===== src/rtl/scan_chain_ctrl.sv =====
// Scan-chain master: shifts din serially into one chain while collecting its previous contents into dout.
// Define SCAN_CAPTURE_EN to add a functional capture pulse (flop_clk) ahead of the shift.
module scan_chain_ctrl #(
    parameter int unsigned CHAIN_LEN = 16,
    parameter int unsigned CNT_W     = $clog2(CHAIN_LEN + 1)
) (
    input  logic                 clk,
    input  logic                 rst_n,
    input  logic                 start,
    input  logic [CHAIN_LEN-1:0] din,
`ifdef SCAN_CAPTURE_EN
    input  logic                 capture_req,
    output logic                 flop_clk,
`endif
    output logic                 busy,
    output logic                 done,
    output logic [CHAIN_LEN-1:0] dout,
    output logic                 shift_en,
    output logic                 shift_clk,
    output logic                 scan_in,
    input  logic                 scan_out
);

    typedef enum logic [2:0] {
        IDLE     = 3'd0,
        SETUP    = 3'd1,
        SHIFT_LO = 3'd2,
        SHIFT_HI = 3'd3,
        HOLD     = 3'd4,
        DONE     = 3'd5
`ifdef SCAN_CAPTURE_EN
        , CAP_HI = 3'd6,
        CAP_LO   = 3'd7
`endif
    } state_t;

    state_t               state;
    state_t               next_state;

    logic [CHAIN_LEN-1:0] tx_sr;
    logic [CHAIN_LEN-1:0] rx_sr;
    logic [CNT_W-1:0]     bit_cnt;
    logic [CHAIN_LEN-1:0] tx_nxt;
    logic [CHAIN_LEN-1:0] rx_nxt;
    logic [CNT_W-1:0]     cnt_nxt;

    logic                 busy_d;
    logic                 done_d;
    logic                 shift_en_d;
    logic                 shift_clk_d;
    logic                 scan_in_d;
    logic [CHAIN_LEN-1:0] dout_d;
`ifdef SCAN_CAPTURE_EN
    logic                 flop_clk_d;
`endif

    // State and output registers; every chain-facing output comes straight from a flop.
    always_ff @(posedge clk or negedge rst_n) begin
        if (!rst_n) begin
            state     <= IDLE;
            busy      <= 1'b0;
            done      <= 1'b0;
            shift_en  <= 1'b0;
            shift_clk <= 1'b0;
            scan_in   <= 1'b0;
            dout      <= '0;
`ifdef SCAN_CAPTURE_EN
            flop_clk  <= 1'b0;
`endif
        end else begin
            state     <= next_state;
            busy      <= busy_d;
            done      <= done_d;
            shift_en  <= shift_en_d;
            shift_clk <= shift_clk_d;
            scan_in   <= scan_in_d;
            dout      <= dout_d;
`ifdef SCAN_CAPTURE_EN
            flop_clk  <= flop_clk_d;
`endif
        end
    end

    // Next-state logic.
    always_comb begin
        next_state = state;
        case (state)
            IDLE: begin
                if (start) begin
`ifdef SCAN_CAPTURE_EN
                    next_state = capture_req ? CAP_HI : SETUP;
`else
                    next_state = SETUP;
`endif
                end
            end
            SETUP:    next_state = SHIFT_LO;
            SHIFT_LO: next_state = SHIFT_HI;
            SHIFT_HI: next_state = (bit_cnt == CNT_W'(CHAIN_LEN - 1)) ? HOLD : SHIFT_LO;
            HOLD:     next_state = DONE;
            DONE:     next_state = IDLE;
`ifdef SCAN_CAPTURE_EN
            CAP_HI:   next_state = CAP_LO;
            CAP_LO:   next_state = SETUP;
`endif
            default:  next_state = IDLE;
        endcase
    end

    // Shift datapath: chain tail sampled at the end of the low phase, tx advanced after the high phase.
    always_comb begin
        tx_nxt  = tx_sr;
        rx_nxt  = rx_sr;
        cnt_nxt = bit_cnt;
        case (state)
            IDLE: begin
                if (start) begin
                    tx_nxt  = din;
                    rx_nxt  = '0;
                    cnt_nxt = '0;
                end
            end
            SHIFT_LO: rx_nxt = {scan_out, rx_sr[CHAIN_LEN-1:1]};
            SHIFT_HI: begin
                tx_nxt  = {1'b0, tx_sr[CHAIN_LEN-1:1]};
                cnt_nxt = bit_cnt + CNT_W'(1);
            end
            default: ;
        endcase
    end

    always_ff @(posedge clk or negedge rst_n) begin
        if (!rst_n) begin
            tx_sr   <= '0;
            rx_sr   <= '0;
            bit_cnt <= '0;
        end else begin
            tx_sr   <= tx_nxt;
            rx_sr   <= rx_nxt;
            bit_cnt <= cnt_nxt;
        end
    end

    // Output decode from the state being entered so the registered outputs line up with it.
    always_comb begin
        busy_d      = 1'b0;
        done_d      = 1'b0;
        shift_en_d  = 1'b0;
        shift_clk_d = 1'b0;
        scan_in_d   = 1'b0;
        dout_d      = dout;
`ifdef SCAN_CAPTURE_EN
        flop_clk_d  = 1'b0;
`endif
        case (next_state)
            SETUP, SHIFT_LO: begin
                busy_d     = 1'b1;
                shift_en_d = 1'b1;
                scan_in_d  = tx_nxt[0];
            end
            SHIFT_HI: begin
                busy_d      = 1'b1;
                shift_en_d  = 1'b1;
                shift_clk_d = 1'b1;
                scan_in_d   = tx_nxt[0];
            end
            HOLD: begin
                busy_d     = 1'b1;
                shift_en_d = 1'b1;
            end
            DONE: begin
                busy_d = 1'b1;
                done_d = 1'b1;
                dout_d = rx_nxt;
            end
`ifdef SCAN_CAPTURE_EN
            CAP_HI: begin
                busy_d     = 1'b1;
                flop_clk_d = 1'b1;
            end
            CAP_LO: busy_d = 1'b1;
`endif
            default: ;
        endcase
    end

endmodule


===== config.mk =====
export PLATFORM = sky130hd
export DESIGN_NAME = scan_chain_ctrl
export DESIGN_NICKNAME = d
export VERILOG_FILES = /design/src/rtl/scan_chain_ctrl.sv
export SDC_FILE = /design/constraint.sdc
export NUM_CORES = 1
export LEC_CHECK = 0
export CORE_ASPECT_RATIO = 1.5
export CORE_MARGIN = 10
export CORE_UTILIZATION = 45
export DETAILED_ROUTE_END_ITERATION = 10
export PLACE_DENSITY = 0.66
export REMOVE_ABC_BUFFERS = 1
export SKIP_CTS_REPAIR_TIMING = 1
export SLEW_MARGIN = 20
export SYNTH_ARGS = -nofsm -noshare
export SYNTH_HDL_FRONTEND = slang
export SYNTH_SLANG_ARGS = --single-unit

===== constraint.sdc =====
create_clock -name clk -period 1.7 [get_ports clk]
set_input_delay 0.34 -clock clk [delete_from_list [all_inputs] [get_ports clk]]
set_output_delay 0.34 -clock clk [all_outputs]
set_load 0.02 [all_outputs]

==> results of run 1 <==
## power by group through the flow
stage	Sequential (uW)	Clock, uW	Combinational [uW]
finish	2160	1440	1550
global route	2220	1520	1730
CTS	2160	1480	1580
detailed placement	2180	0	1570
global placement	2170	0	1530
floorplan	2230	0	852
## per-layer routing
metal / vias up / wire [um] / share of wire / track usage
met3: 8 / 258 / 0.052 / 0.0343
met2: 36 / 2510 / 0.50 / 0.190
met5: - / 0 / 0 / 0
met4: 0 / 91 / 0.018 / 0.0649
met1: 877 / 2120 / 0.43 / 0.132
li1: 879 / - / - / -
## stage by stage
stage	std cells	hold slack [ns]	total power (uW)
floorplan	198	0.0444	3080
global route	338	0.479	5470
CTS	337	-0.0995	5220
finish	338	0.446	5150
global placement	321	0.271	3700
detailed placement	321	0.276	3750
## sequential cells by signal (all words and copies together), names as in the netlist
name and cells:
bit_cnt 5, busy 1, done 1, dout 16
rx_sr 16, scan_in 1, shift_clk 1, shift_en 1
state 3, tx_sr 16
## kinds of logic (layout without fill, tap and decap cells)
group                    Yosys count  in the layout
AND/OR/NAND/NOR                   72             72
flip-flops                        61             61
AO/OA/AOI/OAI                     59             59
buffers and inverters             18             71
adder cells (fa/ha/maj)            2              2
multiplexers                       2              2
XOR/XNOR                           1              1
## cell usage in the layout (no fill, tap or decap), drive strengths merged, types with 3 or more instances in the layout
master,instances
clkbuf,12
nor3,3
nor4b,17
a21o,15
a22o,30
nor2,35
dfrtp,61
clkdlybuf4s50,39
nand2,6
buf,14
o21ai,5
## path summary, 6_finish.rpt
path	start	end	cells past startpoint
min	rst_n	dout[8]	2
max reg2reg	bit_cnt[0]	scan_in	6
min in group clk	tx_sr[1]	tx_sr[1]	1
min reg2reg	tx_sr[1]	tx_sr[1]	1
max	dout[11]	dout[11]	1
max in group asynchronous	rst_n	tx_sr[0]	3
## area by class of cell
cell class	count	share of cell area
Sequential cell	61	0.458
Timing Repair Buffer	54	0.166
Inverter	1	0.00113
Multi-Input combinational cell	136	0.281
Clock buffer	12	0.0466
Tap cell	70	0.0263
Clock inverter	4	0.0210
==> metrics, run 1 <==
post-synthesis compound-gate area fraction 0.180; worst skew pair latency around 0.34 ns; Ports roughly 40; Setup CP Type flop to output pin; Finish-stage setup viols 0; Total GRT Usage 0.117; register area about 1500 um^2; pre-CTS setup slack approximately 0.0014 ns; initial antenna violation count 0; CP Cell Sequence clkdlybuf4s50_1; Final Slew Violations 0; nets roughly 290; H-tree depth 3; worst-path maximum fanout 2; Startpoint Class flop; largest net degree at the start of global routing 35; WL/cell 14.7 um; sequential share of power 0.419; setup TNS 0 ns; area grow syn2layout 29.5%; core area ~5500 um^2; share of the synthesized area in the top cell type 0.593; Final Core Density 0.607; number of synthesis warnings 0; Slew HR 0.747; Placer Congestion 0.785; switching power 1640 uW; placed wire-length estimate 3550 um; clock share of power 0.280; number of synthesized flops with an enable pin 0; footprint of the multi-input gates 935 um^2; Port Buf Inserts 40; Total Wirelength approximately 5000 um; die area roughly 9200 um^2; status completed; Synth Area in XOR/XNOR 0.00340; Area contributors post-synth dfrtp_1, a22o_1, nor4b_1, nor2_1, a21o_1; mux cell area share after synthesis 0.00827; predominant post-synthesis flop cell dfrtp_1; dominant cell type by area after synthesis dfrtp_1; Mapped Cells between 200 and 250; Sinks on Clock Net 61; TritonRoute pass-1 iters 4; n_diodes 0; CP max stage delay roughly 0.60 ns; vias in the first global route about 1.8k; clock root buffer clkbuf_8; placed inst area between 3000 and 4000 um^2; layout cell share with drive strength beyond 1 0.131; worst hold-check path type input port to asynchronous set/reset pin; simple-gate share of the synthesized area 0.162; Fin. Hold Viols 0; commonest cells in the netlist dfrtp_1, nor2_1, a22o_1; Avg Cell Area, Syn between 10 and 15 um^2; Post-route DRC 0; fin crit period 1.63 ns; Clock Path Buffers 2; CTS Buf Count 9; Routed Antenna Nets 0; die height approximately 110 um; remaining global-route overflow 0; Lkg Pwr 0.00159 uW; worst setup margin 0.0731 ns; cell area after layout 3330 um^2; Pint 3510 uW; Cell Area, Synth approximately 2600 um^2; worst path bufs/invs 1; TritonCTS clock tree built; # fillers roughly 490; post-synth cell types 35; fin crit share 0.957; RSZ-0062 raised after global routing no; clock skew approximately 0.0043 ns; worst slew pin tran approximately 0.38 ns; Crit path arrival time approximately 1.3 ns; most frequent cell after synthesis dfrtp_1; first-pass GRT wire length around 8500 um; Reg2Reg Setup Slack 0.12 ns; CP required 1.36 ns; adder-cell share of the synthesized area 0.00973; power per cell area ~1500 nW/um^2; Sw Ratio 0.318; FMAX just over 600 MHz; delay-heaviest family, CP buffers and inverters; Critical Path End Type output pin; Die X between 80 and 90 um; VDD IR max ~0.94 mV; post-synthesis sequential area ratio 0.593; maxcap violations 0; logic gate share of total power 0.301; clock slew at reported path FFs about 0.07 ns; Initial Utilization 0.468; Initial DRC Count 62; number of synthesized register bits between 60 and 70; largest family of logic cells by synthesized area compound AO/OA/AOI/OAI gates; ys async rst share 1.00; via count 1800; num rows 33; Slowest cell on crit path clkdlybuf4s50_1; Avg Vias per Cell 5.33
(Power assumes the default switching activity.)
==> run 2, diff against run 1 <==
PLACE_DENSITY = 0.73   (was 0.66)
SETUP_SLACK_MARGIN = 0.05   (was not set)
==> metrics, run 2 (synthesized netlist as in run 1, its figures left out) <==
initial antenna violation count 0; n_diodes 0; die height 113 um; Final Slew Violations 0; Routed Antenna Nets 0; sequential share of power 0.453; power per cell area about 1500 nW/um^2; via count 1801; placed wire-length estimate roughly 3500 um; Lkg Pwr roughly 0.0017 uW; Finish-stage setup viols 0; clock skew between 0.004 and 0.005 ns; failing checks negative hold slack; R2R Path Start bit_cnt[0]; num rows 33; worst-path maximum fanout 2; die area just over 9000 um^2; Placer Congestion between 0.7 and 0.8; RSZ-0062 raised after global routing yes; Pint around 3200 uW; TritonRoute pass-1 iters 4; Total Wirelength 4950 um; WL/cell 14.6 um; commonest non-fill, non-tap cell in the layout dfrtp_1; Reg2Reg Setup Slack about 0.10 ns; first-pass GRT wire length about 8500 um; worst path bufs/invs 1; area grow syn2layout 27.3%; Critical Path End Type output pin; CP Cell Sequence clkdlybuf4s50_1; Total GRT Usage 0.115; nets ~290; Ports 41; remaining global-route overflow 0; Regs by FF count dout x16, rx_sr x16, tx_sr x16; logic gate share of total power 0.324; CP required between 1 and 1.5 ns; Slowest cell on crit path clkdlybuf4s50_1; H-tree depth 3; Startpoint Class flop; Post-route DRC 0; delay-heaviest family, CP buffers and inverters; core area 5490 um^2; Sinks on Clock Net 61; clock slew at reported path FFs 0.06 ns; fin crit period roughly 1.6 ns; status finished with violations; Die X a little over 80 um; worst slew pin tran slightly below 0.5 ns; vias in the first global route 1878; worst hold-check path type input port to asynchronous set/reset pin; VDD IR max around 0.76 mV; Clock Path Buffers 2; fin crit share 0.952; switching power 1590 uW; Port Buf Inserts 40; most frequent cells in the layout dfrtp_1, nor2_1, a22o_1; largest net degree at the start of global routing 27; reg-to-reg endpoint scan_in; Sw Ratio 0.334; Initial DRC Count 110; Slew HR 0.670; clock root buffer clkbuf_8; Avg Vias per Cell 5.33; Initial Utilization 0.468; CP max stage delay 0.61 ns; Final Core Density 0.596; maxcap violations 0; R2R depth 6; Crit path arrival time 1.28 ns; hold slack -0.0304 ns; Fin. Hold Viols 19; worst skew pair latency approximately 0.33 ns; CTS Buf Count 9; layout cell share with drive strength beyond 1 0.131; Setup CP Type flop to output pin; TritonCTS clock tree built; clock share of power 0.223; FMAX around 620 MHz
run 2: cell count changes in the layout (fill, tap and decap cells not counted):
| cell | change |
|---|---|
| buf_4 | +4 |
| bufinv_16 | -2 |
| clkbuf_1 | +2 |
| dlygate4sd3_1 | -1 |
| clkdlybuf4s50_1 | -10 |
| buf_12 | -2 |
| a31oi_2 | +1 |
| dlymetal6s2s_1 | +10 |
| clkbuf_8 | -1 |
| a31oi_1 | -1 |
run 2: stage by stage:
stage / total power [uW] / std cells / TNS, ns / cell area, um^2 / setup WS, ns
floorplan: 3080 / 198 / -3.31 / 2460 / -0.290
global placement: 3680 / 323 / 0 / 3090 / 0.0178
detailed placement: 3730 / 323 / -0.0142 / 3090 / -0.00767
CTS: 4800 / 338 / 0 / 3240 / 0.0440
global route: 5060 / 338 / 0 / 3280 / 0.0155
finish: 4750 / 338 / 0 / 3280 / 0.0816
run 2: per-layer routing:
| metal | part of all wire | wire [um] | track usage | vias to the layer above |
|---|---|---|---|---|
| met5 | 0 | 0 | 0 | - |
| met4 | 0.017 | 86 | 0.0683 | 0 |
| met3 | 0.045 | 225 | 0.0264 | 7 |
| met2 | 0.50 | 2470 | 0.190 | 45 |
| met1 | 0.44 | 2170 | 0.128 | 868 |
| li1 | - | - | - | 881 |
run 2: how the worst max path moves through the flow:
| stage | from | depth (start not counted) | slack (ns) | to |
|---|---|---|---|---|
| 2_1_floorplan | state[1] | 3 | -0.29 | bit_cnt[3] |
| 4_1_cts | dout[13] | 1 | 0.04 | dout[13] |
| 5_1_grt | bit_cnt[1] | 6 | 0.02 | scan_in |
| 3_3_place_gp | start | 5 | 0.02 | tx_sr[14] |
| 3_5_place_dp | start | 5 | -0.008 | tx_sr[9] |
| 6_report | dout[1] | 1 | 0.08 | dout[1] |
run 2: power groups by stage:
stage               clock (uW)  combinational, uW  sequential [uW]
floorplan                    0                852             2230
global placement             0               1520             2160
detailed placement           0               1550             2180
CTS                       1090               1550             2150
global route              1150               1710             2210
finish                    1060               1540             2150
run 2: layout make-up:
cell class | count | area (um^2)
Clock inverter | 2 | 10.0
Multi-Input combinational cell | 136 | 941
Fill cell | 449 | 2220
Clock buffer | 13 | 149
Tap cell | 70 | 87.6
Inverter | 1 | 3.75
Sequential cell | 61 | 1530
Timing Repair Buffer | 55 | 558
==> run 3, diff against run 2 <==
clock period = 2.1 ns   (was 1.7 ns; I/O delays follow)
==> metrics, run 3 (synthesized netlist as in run 1, its figures left out) <==
Avg Vias per Cell around 5.4; Startpoint Class flop; worst slew pin tran a little under 1 ns; Clock Path Buffers 2; fin crit period around 1.8 ns; Initial Utilization 0.468; hold slack between 0.02 and 0.03 ns; Routed Antenna Nets 0; Placer Congestion roughly 0.73; Lkg Pwr 0.00153 uW; setup TNS 0 ns; die height around 110 um; largest net degree at the start of global routing between 40 and 50; Initial DRC Count between 100 and 150; initial antenna violation count 0; switching power between 1000 and 1500 uW; placed inst area 3040 um^2; die area about 9200 um^2; RSZ-0062 raised after global routing no; pre-CTS setup slack 0.0743 ns; Ports 41; status completed; sequential share of power 0.462; Post-route DRC 0; Setup CP Type flop to flop; TritonRoute pass-1 iters 4; most frequent cells in the layout dfrtp_1, clkdlybuf4s50_1, nor2_1; worst-path maximum fanout 17; Port Buf Inserts 40; worst hold-check path type input port to asynchronous set/reset pin; Regs by FF count dout x16, rx_sr x16, tx_sr x16; CP required ~2.3 ns; clock root buffer clkbuf_8; Crit path arrival time roughly 2.0 ns; via count about 1.8k; area grow syn2layout 24.2%; maxcap violations 0; Sinks on Clock Net 61; Slew HR 0.344; Finish-stage setup viols 0; clock skew roughly 0.0055 ns; Final Power between 3000 and 4000 uW; VDD IR max between 0.5 and 0.6 mV; cell area after layout 3190 um^2; Fin. Hold Viols 0; FMAX between 500 and 600 MHz; clock slew at reported path FFs roughly 0.060 ns; core area around 5500 um^2; WL/cell between 10 and 15 um; num rows 33; placed wire-length estimate between 3000 and 4000 um; Critical Path End Type flop; fin crit share 0.838; clock share of power 0.230; H-tree depth 3; power per cell area approximately 1200 nW/um^2; Pint 2490 uW; logic gate share of total power 0.308; TritonCTS clock tree built; vias in the first global route approximately 1.8k; remaining global-route overflow 0; CTS Buf Count 9; layout cell share with drive strength beyond 1 0.110; first-pass GRT wire length 8270 um; worst skew pair latency 0.33 ns; Total GRT Usage 0.114; Total Wirelength roughly 4900 um; n_diodes 0; Die X slightly above 80 um; commonest non-fill, non-tap cell in the layout dfrtp_1; Final Slew Violations 0; Sw Ratio 0.337; worst setup margin ~0.34 ns; nets approximately 280
-- run 3: cell types whose count changed in the layout (fill, tap and decap cells not counted) --
cell             previous run  this run
a31oi_1                     1         2
a31oi_2                     1         0
buf_12                      2         1
buf_4                      13         9
clkdlybuf4s50_1            29        39
dlymetal6s2s_1             10         0
-- run 3: final cells by class --
class	instances	area (um^2)
Clock buffer	13	149
Sequential cell	61	1530
Clock inverter	2	10.0
Tap cell	70	87.6
Multi-Input combinational cell	136	935
Timing Repair Buffer	50	483
Fill cell	474	2300
Inverter	1	3.75
-- run 3: power groups by stage --
stage | combinational (uW) | sequential (uW) | clock [uW]
after global routing | 1290 | 1780 | 937
after detailed placement | 1170 | 1760 | 0
after floorplan | 690 | 1800 | 0
after CTS | 1180 | 1740 | 894
after global placement | 1150 | 1740 | 0
final | 1160 | 1740 | 864
-- run 3: path summary, 6_finish.rpt --
path / startpoint / endpoint / slack [ns] / cells after the start
min reg2reg: tx_sr[1] / tx_sr[1] / 0.48 / 1
max reg2reg: state[0] / bit_cnt[3] / 0.34 / 3
min: rst_n / dout[8] / 0.03 / 1
max in group asynchronous: rst_n / tx_sr[3] / 1.49 / 2
min in group clk: tx_sr[1] / tx_sr[1] / 0.48 / 1
max: state[0] / bit_cnt[3] / 0.34 / 3
-- run 3: per-stage QoR --
step / utilization / std cells
finish: 0.582 / 333
global route: 0.582 / 333
CTS: 0.582 / 333
detailed placement: 0.553 / 318
global placement: 0.553 / 318
floorplan: - / 198
-- run 3: metal layers --
metal / GRT usage / vias up / wire, um
li1: - / 866 / -
met1: 0.124 / 867 / 2030
met2: 0.188 / 42 / 2420
met3: 0.0407 / 11 / 347
met4: 0.0547 / 0 / 109
met5: 0 / - / 0
-- run 3: worst max-delay path, stage by stage (launching register included) --
cell,delay [ns]
dfrtp_1,0.49
and3b_1,0.62
nor2_4,0.20
a211o_1,0.33
